--- src/rtl/connect6_pkg.sv ---
// Shared constants for the Connect-6 board path: board geometry, cell colours,
// board-access FSM state encodings and small helpers.
package connect6_pkg;

    localparam int unsigned BRD_SIZE = 19;
    localparam int unsigned NUM_DIAG = 2 * BRD_SIZE - 1;

    localparam logic [1:0] CELL_EMPTY = 2'd0;
    localparam logic [1:0] CELL_BLACK = 2'd1;
    localparam logic [1:0] CELL_WHITE = 2'd2;

    localparam logic [1:0] ST_IDLE  = 2'd0;
    localparam logic [1:0] ST_WRITE = 2'd1;
    localparam logic [1:0] ST_SCAN  = 2'd2;
    localparam logic [1:0] ST_DRAIN = 2'd3;

    localparam logic [3:0] MASK_ALL  = 4'b1111;
    localparam logic [3:0] MASK_DIAG = 4'b1100;

    function automatic logic move_valid(input logic [4:0] x, input logic [4:0] y,
                                        input logic [1:0] color);
        return (x < 5'(BRD_SIZE)) && (y < 5'(BRD_SIZE)) &&
               (color inside {CELL_EMPTY, CELL_BLACK, CELL_WHITE});
    endfunction

    function automatic logic [15:0] sat_inc16(input logic [15:0] v);
        return (v == 16'hFFFF) ? v : v + 16'd1;
    endfunction

endpackage

--- src/rtl/scan_index_gen.sv ---
// Line-index sequencer for a full board scan: k counter with hold/advance,
// row/column clamp, direction-valid mask and last-index flag.
module scan_index_gen
    import connect6_pkg::*;
(
    input  logic       clk,
    input  logic       reset,
    input  logic       start_i,
    input  logic       active_i,
    input  logic       hold_i,
    output logic       issue_o,
    output logic [5:0] idx_o,
    output logic [4:0] rowcol_o,
    output logic [3:0] mask_o,
    output logic       last_o
);

    logic [5:0] k_q, k_d;

    // The first read is issued on the same edge that enters SCAN, so index 0
    // is forced while starting rather than waiting for the counter.
    assign issue_o  = (start_i || active_i) && !hold_i;
    assign idx_o    = start_i ? '0 : k_q;
    assign last_o   = issue_o && (idx_o == 6'(NUM_DIAG - 1));
    assign rowcol_o = (idx_o < 6'(BRD_SIZE)) ? idx_o[4:0] : '0;
    assign mask_o   = (idx_o < 6'(BRD_SIZE)) ? MASK_ALL : MASK_DIAG;

    always_comb begin
        k_d = k_q;
        if (start_i) begin
            k_d = '0;
        end
        if (issue_o) begin
            k_d = last_o ? '0 : idx_o + 6'd1;
        end
    end

    always_ff @(posedge clk or posedge reset) begin
        if (reset) begin
            k_q <= '0;
        end else begin
            k_q <= k_d;
        end
    end

endmodule

--- src/rtl/board_access_ctrl.sv ---
// Board memory arbiter: single-cell move writes vs. full-board line scans.
// Optional macro SCAN_STATS_EN adds a per-scan cycle counter on scan_cycles.
module board_access_ctrl
    import connect6_pkg::*;
(
    input  logic        clk,
    input  logic        reset,
    input  logic        mv_req,
    input  logic [4:0]  mv_x,
    input  logic [4:0]  mv_y,
    input  logic [1:0]  mv_color,
    output logic        mv_ack,
    output logic        mv_err,
    input  logic        scan_start,
    input  logic        hold,
    output logic        scan_busy,
    output logic        scan_done,
    output logic        mem_ena_read,
    output logic        mem_ena_write,
    output logic [4:0]  mem_xloc,
    output logic [4:0]  mem_yloc,
    output logic [1:0]  mem_data_write,
    output logic [4:0]  mem_row,
    output logic [4:0]  mem_col,
    output logic [5:0]  mem_diag_nw,
    output logic [5:0]  mem_diag_ne,
    output logic        line_valid,
    output logic [5:0]  line_idx,
    output logic [3:0]  line_mask,
    output logic [15:0] scan_cycles
);

    logic [1:0] state_q, state_d;
    logic       pend_q, pend_d;
    logic       ack_q, ack_d, err_q, err_d;
    logic       busy_q, busy_d, done_q, done_d;
    logic       wr_q, wr_d;
    logic [4:0] xloc_q, xloc_d, yloc_q, yloc_d;
    logic [1:0] wdata_q, wdata_d;
    logic       rd_q, rd_d;
    logic [4:0] rc_q, rc_d;
    logic [5:0] diag_q, diag_d;
    logic [3:0] rmask_q, rmask_d;
    logic       lv_q;
    logic [5:0] lidx_q;
    logic [3:0] lmask_q;

    logic       mv_ok, scan_go, issue, last;
    logic [5:0] idx;
    logic [4:0] rowcol;
    logic [3:0] mask;

    assign mv_ok   = move_valid(mv_x, mv_y, mv_color);
    assign scan_go = (state_q == ST_IDLE) && !mv_req && (scan_start || pend_q);

    scan_index_gen u_idx (
        .clk      (clk),
        .reset    (reset),
        .start_i  (scan_go),
        .active_i (state_q == ST_SCAN),
        .hold_i   (hold),
        .issue_o  (issue),
        .idx_o    (idx),
        .rowcol_o (rowcol),
        .mask_o   (mask),
        .last_o   (last)
    );

    always_comb begin
        state_d = state_q;
        pend_d  = pend_q;
        ack_d   = 1'b0;
        err_d   = 1'b0;
        wr_d    = 1'b0;
        xloc_d  = '0;
        yloc_d  = '0;
        wdata_d = CELL_EMPTY;
        done_d  = 1'b0;
        case (state_q)
            ST_IDLE: begin
                if (mv_req) begin
                    if (scan_start) begin
                        pend_d = 1'b1;
                    end
                    if (mv_ok) begin
                        state_d = ST_WRITE;
                        wr_d    = 1'b1;
                        ack_d   = 1'b1;
                        xloc_d  = mv_x;
                        yloc_d  = mv_y;
                        wdata_d = mv_color;
                    end else begin
                        err_d = 1'b1;
                    end
                end else if (scan_go) begin
                    state_d = ST_SCAN;
                    pend_d  = 1'b0;
                end
            end
            ST_WRITE: begin
                state_d = ST_IDLE;
                if (scan_start) begin
                    pend_d = 1'b1;
                end
            end
            ST_SCAN: begin
                if (last) begin
                    state_d = ST_DRAIN;
                end
            end
            ST_DRAIN: begin
                state_d = ST_IDLE;
                done_d  = 1'b1;
            end
            default: state_d = ST_IDLE;
        endcase

        // Busy stays up through the cycle that carries scan_done.
        busy_d  = (state_d == ST_SCAN) || (state_d == ST_DRAIN) || (state_q == ST_DRAIN);
        rd_d    = issue;
        rc_d    = issue ? rowcol : '0;
        diag_d  = issue ? idx : '0;
        rmask_d = issue ? mask : '0;
    end

    always_ff @(posedge clk or posedge reset) begin
        if (reset) begin
            state_q <= ST_IDLE;
            pend_q  <= 1'b0;
            ack_q   <= 1'b0;
            err_q   <= 1'b0;
            busy_q  <= 1'b0;
            done_q  <= 1'b0;
            wr_q    <= 1'b0;
            xloc_q  <= '0;
            yloc_q  <= '0;
            wdata_q <= '0;
            rd_q    <= 1'b0;
            rc_q    <= '0;
            diag_q  <= '0;
            rmask_q <= '0;
            lv_q    <= 1'b0;
            lidx_q  <= '0;
            lmask_q <= '0;
        end else begin
            state_q <= state_d;
            pend_q  <= pend_d;
            ack_q   <= ack_d;
            err_q   <= err_d;
            busy_q  <= busy_d;
            done_q  <= done_d;
            wr_q    <= wr_d;
            xloc_q  <= xloc_d;
            yloc_q  <= yloc_d;
            wdata_q <= wdata_d;
            rd_q    <= rd_d;
            rc_q    <= rc_d;
            diag_q  <= diag_d;
            rmask_q <= rmask_d;
            lv_q    <= rd_q;
            lidx_q  <= diag_q;
            lmask_q <= rmask_q;
        end
    end

`ifdef SCAN_STATS_EN
    logic [15:0] cnt_q, cnt_d, stat_q, stat_d;

    // The entry edge counts as the first scan cycle, giving 38 for an unstalled scan.
    always_comb begin
        cnt_d  = cnt_q;
        stat_d = stat_q;
        if (scan_go) begin
            cnt_d = 16'd1;
        end else if ((state_q == ST_SCAN) || (state_q == ST_DRAIN)) begin
            cnt_d = sat_inc16(cnt_q);
        end
        if (state_q == ST_DRAIN) begin
            stat_d = sat_inc16(cnt_q);
        end
    end

    always_ff @(posedge clk or posedge reset) begin
        if (reset) begin
            cnt_q  <= '0;
            stat_q <= '0;
        end else begin
            cnt_q  <= cnt_d;
            stat_q <= stat_d;
        end
    end

    assign scan_cycles = stat_q;
`else
    assign scan_cycles = '0;
`endif

    assign mv_ack         = ack_q;
    assign mv_err         = err_q;
    assign scan_busy      = busy_q;
    assign scan_done      = done_q;
    assign mem_ena_write  = wr_q;
    assign mem_xloc       = xloc_q;
    assign mem_yloc       = yloc_q;
    assign mem_data_write = wdata_q;
    assign mem_ena_read   = rd_q;
    assign mem_row        = rc_q;
    assign mem_col        = rc_q;
    assign mem_diag_nw    = diag_q;
    assign mem_diag_ne    = diag_q;
    assign line_valid     = lv_q;
    assign line_idx       = lidx_q;
    assign line_mask      = lmask_q;

endmodule
--- config.mk ---
export PLATFORM = sky130hd
export DESIGN_NAME = board_access_ctrl
export DESIGN_NICKNAME = d
export VERILOG_FILES = /design/src/rtl/connect6_pkg.sv /design/src/rtl/scan_index_gen.sv /design/src/rtl/board_access_ctrl.sv
export SDC_FILE = /design/constraint.sdc
export NUM_CORES = 1
export LEC_CHECK = 0
export CAP_MARGIN = 20
export CELL_PAD_IN_SITES_DETAIL_PLACEMENT = 0
export CELL_PAD_IN_SITES_GLOBAL_PLACEMENT = 1
export CORE_UTILIZATION = 31
export DETAILED_ROUTE_END_ITERATION = 6
export MAX_ROUTING_LAYER = met4
export PLACE_DENSITY = 0.86
export SKIP_CTS_REPAIR_TIMING = 1
export SYNTH_ARGS = -nofsm -noshare
export SYNTH_HDL_FRONTEND = slang
export SYNTH_SLANG_ARGS = --single-unit
--- constraint.sdc ---
create_clock -name clk -period 2.6 [get_ports clk]
set_input_delay 0.26 -clock clk [delete_from_list [all_inputs] [get_ports clk]]
set_output_delay 0.26 -clock clk [all_outputs]
set_load 0.02 [all_outputs]
# Word-level counts from Yosys, hierarchy flattened
# Cells that the tools add are included.
# totals
regBits	52
in_bits	17
output_inout_bits	67
word_cells	81
# classes
n_addsub	1
magnitude_cmp	3
eq_ne	9
muxes	33
n_reduce_logical	18
# op_table
op	n
$mux W5	8
$mux W6	4
$mux W2	8
$eq A2 B2 Y1 const B	5
$lt A5 B5 Y1 const B	2
$mux W1	10
$add A6 B1 Y6 const B	1
$eq A6 B6 Y1 const B	1
$logic_and A1 B1 Y1	6
$lt A6 B5 Y1 const B	1
$pmux W2 S3	1
$eq A2 B1 Y1 const B	2
$logic_not A2 Y1	2
$logic_or A1 B1 Y1	4
$mux W4	1
$ne A3 B2 Y1 const B	1
$reduce_bool A3 Y1	1
$logic_not A1 Y1	2
$pmux W1 S2	1
$reduce_and A2 Y1	1
$reduce_bool A2 Y1	1
$reduce_or A2 Y1	1

# Longest topological paths before layout
# depth
depth_word	11
ltp_mapped	9
ltp_nobuf	9

# Modules after synthesis
# Synthesis repeated with hierarchy kept, for this count alone.
# unflattened
cells_unflattened	187
area_unflattened_um2	2197.1
# modules_own_cells
module	n_inst	cells_per_inst	area_each_um2	seq_area_each_um2
board_access_ctrl	1	128	1752.9	1151.1
scan_index_gen	1	59	444.2	150.1

# Worst setup path before layout
# No wires, ideal clock.
# synth_timing
kind	reg-to-reg
from	register state_q[1]
to	register rc_q[4], in the netlist mem_col[4]
setup_time_ps	72
arrival_time_ps	2004
t_required_ps	2528
slack_ps	524
path_stages_with_launch	9
n_path_buf	0
synth_period_minus_slack_ps	2076
path_cell_list	dfrtp_1 or3_1 o21ai_1 inv_1 ha_1 or3_1 a21oi_1 o21ai_1 nor2_1
# synth_via
elab_chain_cells	7
# synth_lines
element	line_no	rtl
from (decl)	board_access_ctrl.sv:33	logic [1:0] state_q, state_d;
from (signal assigned)	board_access_ctrl.sv:146	state_q <= state_d;
$logic_not A2 Y1	board_access_ctrl.sv:54	assign scan_go = (state_q == ST_IDLE) && !mv_req && (scan_start || pend_q);
$logic_and A1 B1 Y1 (2 in series)	board_access_ctrl.sv:54	
$mux W6	--	
$lt A6 B5 Y1	scan_index_gen.sv:25	assign rowcol_o = (idx_o < 6'(BRD_SIZE)) ? idx_o[4:0] : '0;
$mux W5	scan_index_gen.sv:25	
$mux W5 (*)	board_access_ctrl.sv:121	rc_d = issue ? rowcol : '0;
via rc_d[4]	board_access_ctrl.sv:41	logic [4:0] rc_q, rc_d;
to (signal assigned)	board_access_ctrl.sv:157	rc_q <= rc_d;
to (decl)	board_access_ctrl.sv:41	
# Mark *: on every way through the listed nets, which the timed path passes. The rest lies on a longest branch.
# A chain may end at the register's enable or synchronous reset.

# Worst setup path in the final report
# layout_timing
from	register state_q[1]
to	register rc_q[0], in the netlist mem_col[0]
# Same word-level chain as after synthesis.

==> impl_results.md <==
- Result of the run: finished, final reports clean
- Setup repair after global routing missed its margin: false
- Average cell area after synthesis: 11.7 um^2
- Diodes inserted: 0
- Dominant cells by area after synthesis: dfrtp_1 (62%), buf_4 (12%), and2_2 (4.8%)
- Register area share after synthesis: 61.6%
- Setup Crit Path Kind: flop to flop
- Yosys warnings: 0
- Fillers: 515
- Routed wire length: 3360 um
- Vertical extent of the die: 79.6 um
- Number of DRC violations after detailed routing: 0
- Setup TNS: 0 ns
- Worst-path maximum fanout: 8
- Min cycle time layout: 2.21 ns
- Antenna violations before repair: 0
- Layout cells sized above 1: 14.0%
- Cells after DPL: 285
- Clock tree sinks: 46
- Fin. Hold Viols: 0
- Initial standard-cell utilization of the core: 33.1%
- Cell count after synthesis: 159
- Number of rows created at floorplan: 27
- Number of enable flip-flop cells after synthesis: 0
- Gpl congestion: 0.890
- Max Fclk: 0.453 GHz
- Post-synth cell types: 33
- Wire length per cell: 11.5 um
- Final-report setup violation count: 0
- PwrDens: 949 nW/um^2
- Top FF cell, synth: dfrtp_1
- Leakage power: 0.00122 uW
- Top-Level Pins: 84
- Global Route Usage Sum: 11.6%
- R2R setup slack: 0.39 ns
- Post-CTS clock slew at the launch and capture registers of the worst setup and hold paths: 0.08 ns
- Die Span X: 79.6 um
- Via count: 1238
- Worst-case hold slack: 0.244 ns
- Path type of the worst min-delay path: input pin to asynchronous set/reset pin
- Number of clock buffers inserted by TritonCTS: 5
- Type of origin of the critical path: flop
- Std-Cell Core Area: 5640 um^2
- Async set or reset register ratio after synthesis: 100%
- Layout overhead on the synthesized area: 39.9%
- Most common cell after layout, fill and taps aside: clkdlybuf4s50_1
- #FFs+latches synth: 46
- Routed via count divided by cell count: 4.23
- Non-filler cells in the finished layout: 293
- Number of buffers added on ports: 67
- Portion of the clock cycle consumed by the worst path in the final layout: 84.9%
- Data arrival time of the worst path: 2.43 ns
- Largest net degree at the start of global routing: 18
- Top cell type's share of synthesized area: 61.6%
- Total power consumption of the routed design: 2480 uW
- Cell type with the largest total area after synthesis: dfrtp_1
- Initial detailed-routing violation count: 59
- Capturing element type of the critical path: flop
- Max IR drop VDD: 0.000482 V
- Cell at the root of the clock tree: clkbuf_8
- Die area: 6340 um^2
- Fin nets: 238
- First drt pass iteration count: 4
- Remaining Overflow, GRT: 0
- Netlist area before placement: 1870 um^2
- Clock latency at the later pin of the worst-skew pair: 0.29 ns
- Required time reported for the critical path endpoint: 2.82 ns
- First-pass GRT wire length: 5320 um
- Vias in the first global route: 1123
- H-tree depth reported by CTS: 2
- Number of pins exceeding their max-slew limit in the final report: 0
- Max-capacitance violation count: 0
- Most frequent cells in the layout: clkdlybuf4s50_1 (67), dfrtp_1 (46), nor2_1 (16), conb_1 (16), and2_2 (12)
- Clock Tree Buf Depth: 2
- Detail Placement HPWL: 2580 um
- Clock Skew: 0.00394 ns
- Number of nets still failing antenna checks after routing: 0
- Clock tree from TritonCTS: done
## routing by layer
layer  vias up  track usage (%)  wire (um)
met5         -                -          0
met4         0             6.00         69
met3         6             3.20        220
met2        59             17.0       1590
met1       583             14.6       1490
li1        590                -          -
## final timing paths
kind / start / cells after the start / endpoint
setup / recovery: state_q[1]$_DFF_PP0_ / 8 / mem_col[0]$_DFF_PP0_
hold / removal: reset / 2 / line_idx[2]$_DFF_PP0_
setup reg to reg: state_q[1]$_DFF_PP0_ / 8 / mem_col[0]$_DFF_PP0_
hold reg to reg: rmask_q[1]$_DFF_PP0_ / 0 / line_mask[1]$_DFF_PP0_
max in group asynchronous: reset / 3 / mem_diag_ne[2]$_DFF_PP0_
min in group clk: rmask_q[1]$_DFF_PP0_ / 0 / line_mask[1]$_DFF_PP0_
## flip-flops by register name (all words and copies together), names as in the netlist
signal and cells:
mv_err 1, line_idx 6, pend_q 1, scan_busy 1
line_mask 2, mem_ena_write 1, mem_diag_ne 6, rmask_q 2
mem_col 5, mem_xloc 5, mem_data_write 2, state_q 2
scan_done 1, mem_yloc 5, u_idx.k_q 6
## stage by stage
| step | worst slack, ns | util, % | area, um^2 |
|---|---|---|---|
| final | 0.391 | 46.3 | 2610 |
| after global placement | 0.270 | 43.8 | 2470 |
| after floorplan | 0.524 | - | 1920 |
| after detailed placement | 0.195 | 43.8 | 2470 |
| after CTS | 0.394 | 46.3 | 2610 |
| after global routing | 0.150 | 46.3 | 2610 |
## Yosys cell counts (2+ instances only)
| library cell | n |
|---|---|
| nor3_1 | 3 |
| o21ai_0 | 3 |
| inv_1 | 6 |
| dfrtp_1 | 46 |
| nand3_1 | 4 |
| nor2_1 | 16 |
| and2_2 | 12 |
| a21oi_1 | 3 |
| nand2_1 | 7 |
| xnor2_1 | 2 |
| buf_4 | 31 |
| or3_1 | 2 |
| o21ai_1 | 4 |
## report_power, final
group,switching [uW],leakage (uW),internal [uW],total [uW]
registers,116,0.000605,873,989
clock network,227,0.0000714,410,636
logic,457,0.000539,400,857
## area by class of cell
type | instances | area, um^2 | area share [%]
flip-flops and latches | 46 | 1150 | 44.0
inverters | 7 | 26.3 | 1.01
repair buffers | 71 | 701 | 26.8
multi-input cells | 89 | 503 | 19.2
clock buffers | 6 | 82.6 | 3.16
well taps | 72 | 90.1 | 3.45
clock inverters | 2 | 60.1 | 2.30
## kinds of logic after synthesis
group                      after synthesis  synth area share (%)
and+or+nand+nor                         52                  15.5
adders and majority gates                1                 0.670
xor gates and xnor gates                 3                  1.41
DFF                                     46                  61.6
buffers and inverters                   39                  14.5
other                                    1                 0.201
AOI/OAI and AO/OA                       17                  6.10
## critical path, stage by stage (launching register included)
cell and delay (ns):
dfrtp_1 0.46, or3_1 0.45, o21ai_1 0.19, inv_1 0.06
ha_1 0.22, or3_1 0.31, a21oi_1 0.15, o21ai_1 0.15
nor2_1 0.14
No activity file was read; power rests on OpenSTA's default activity.
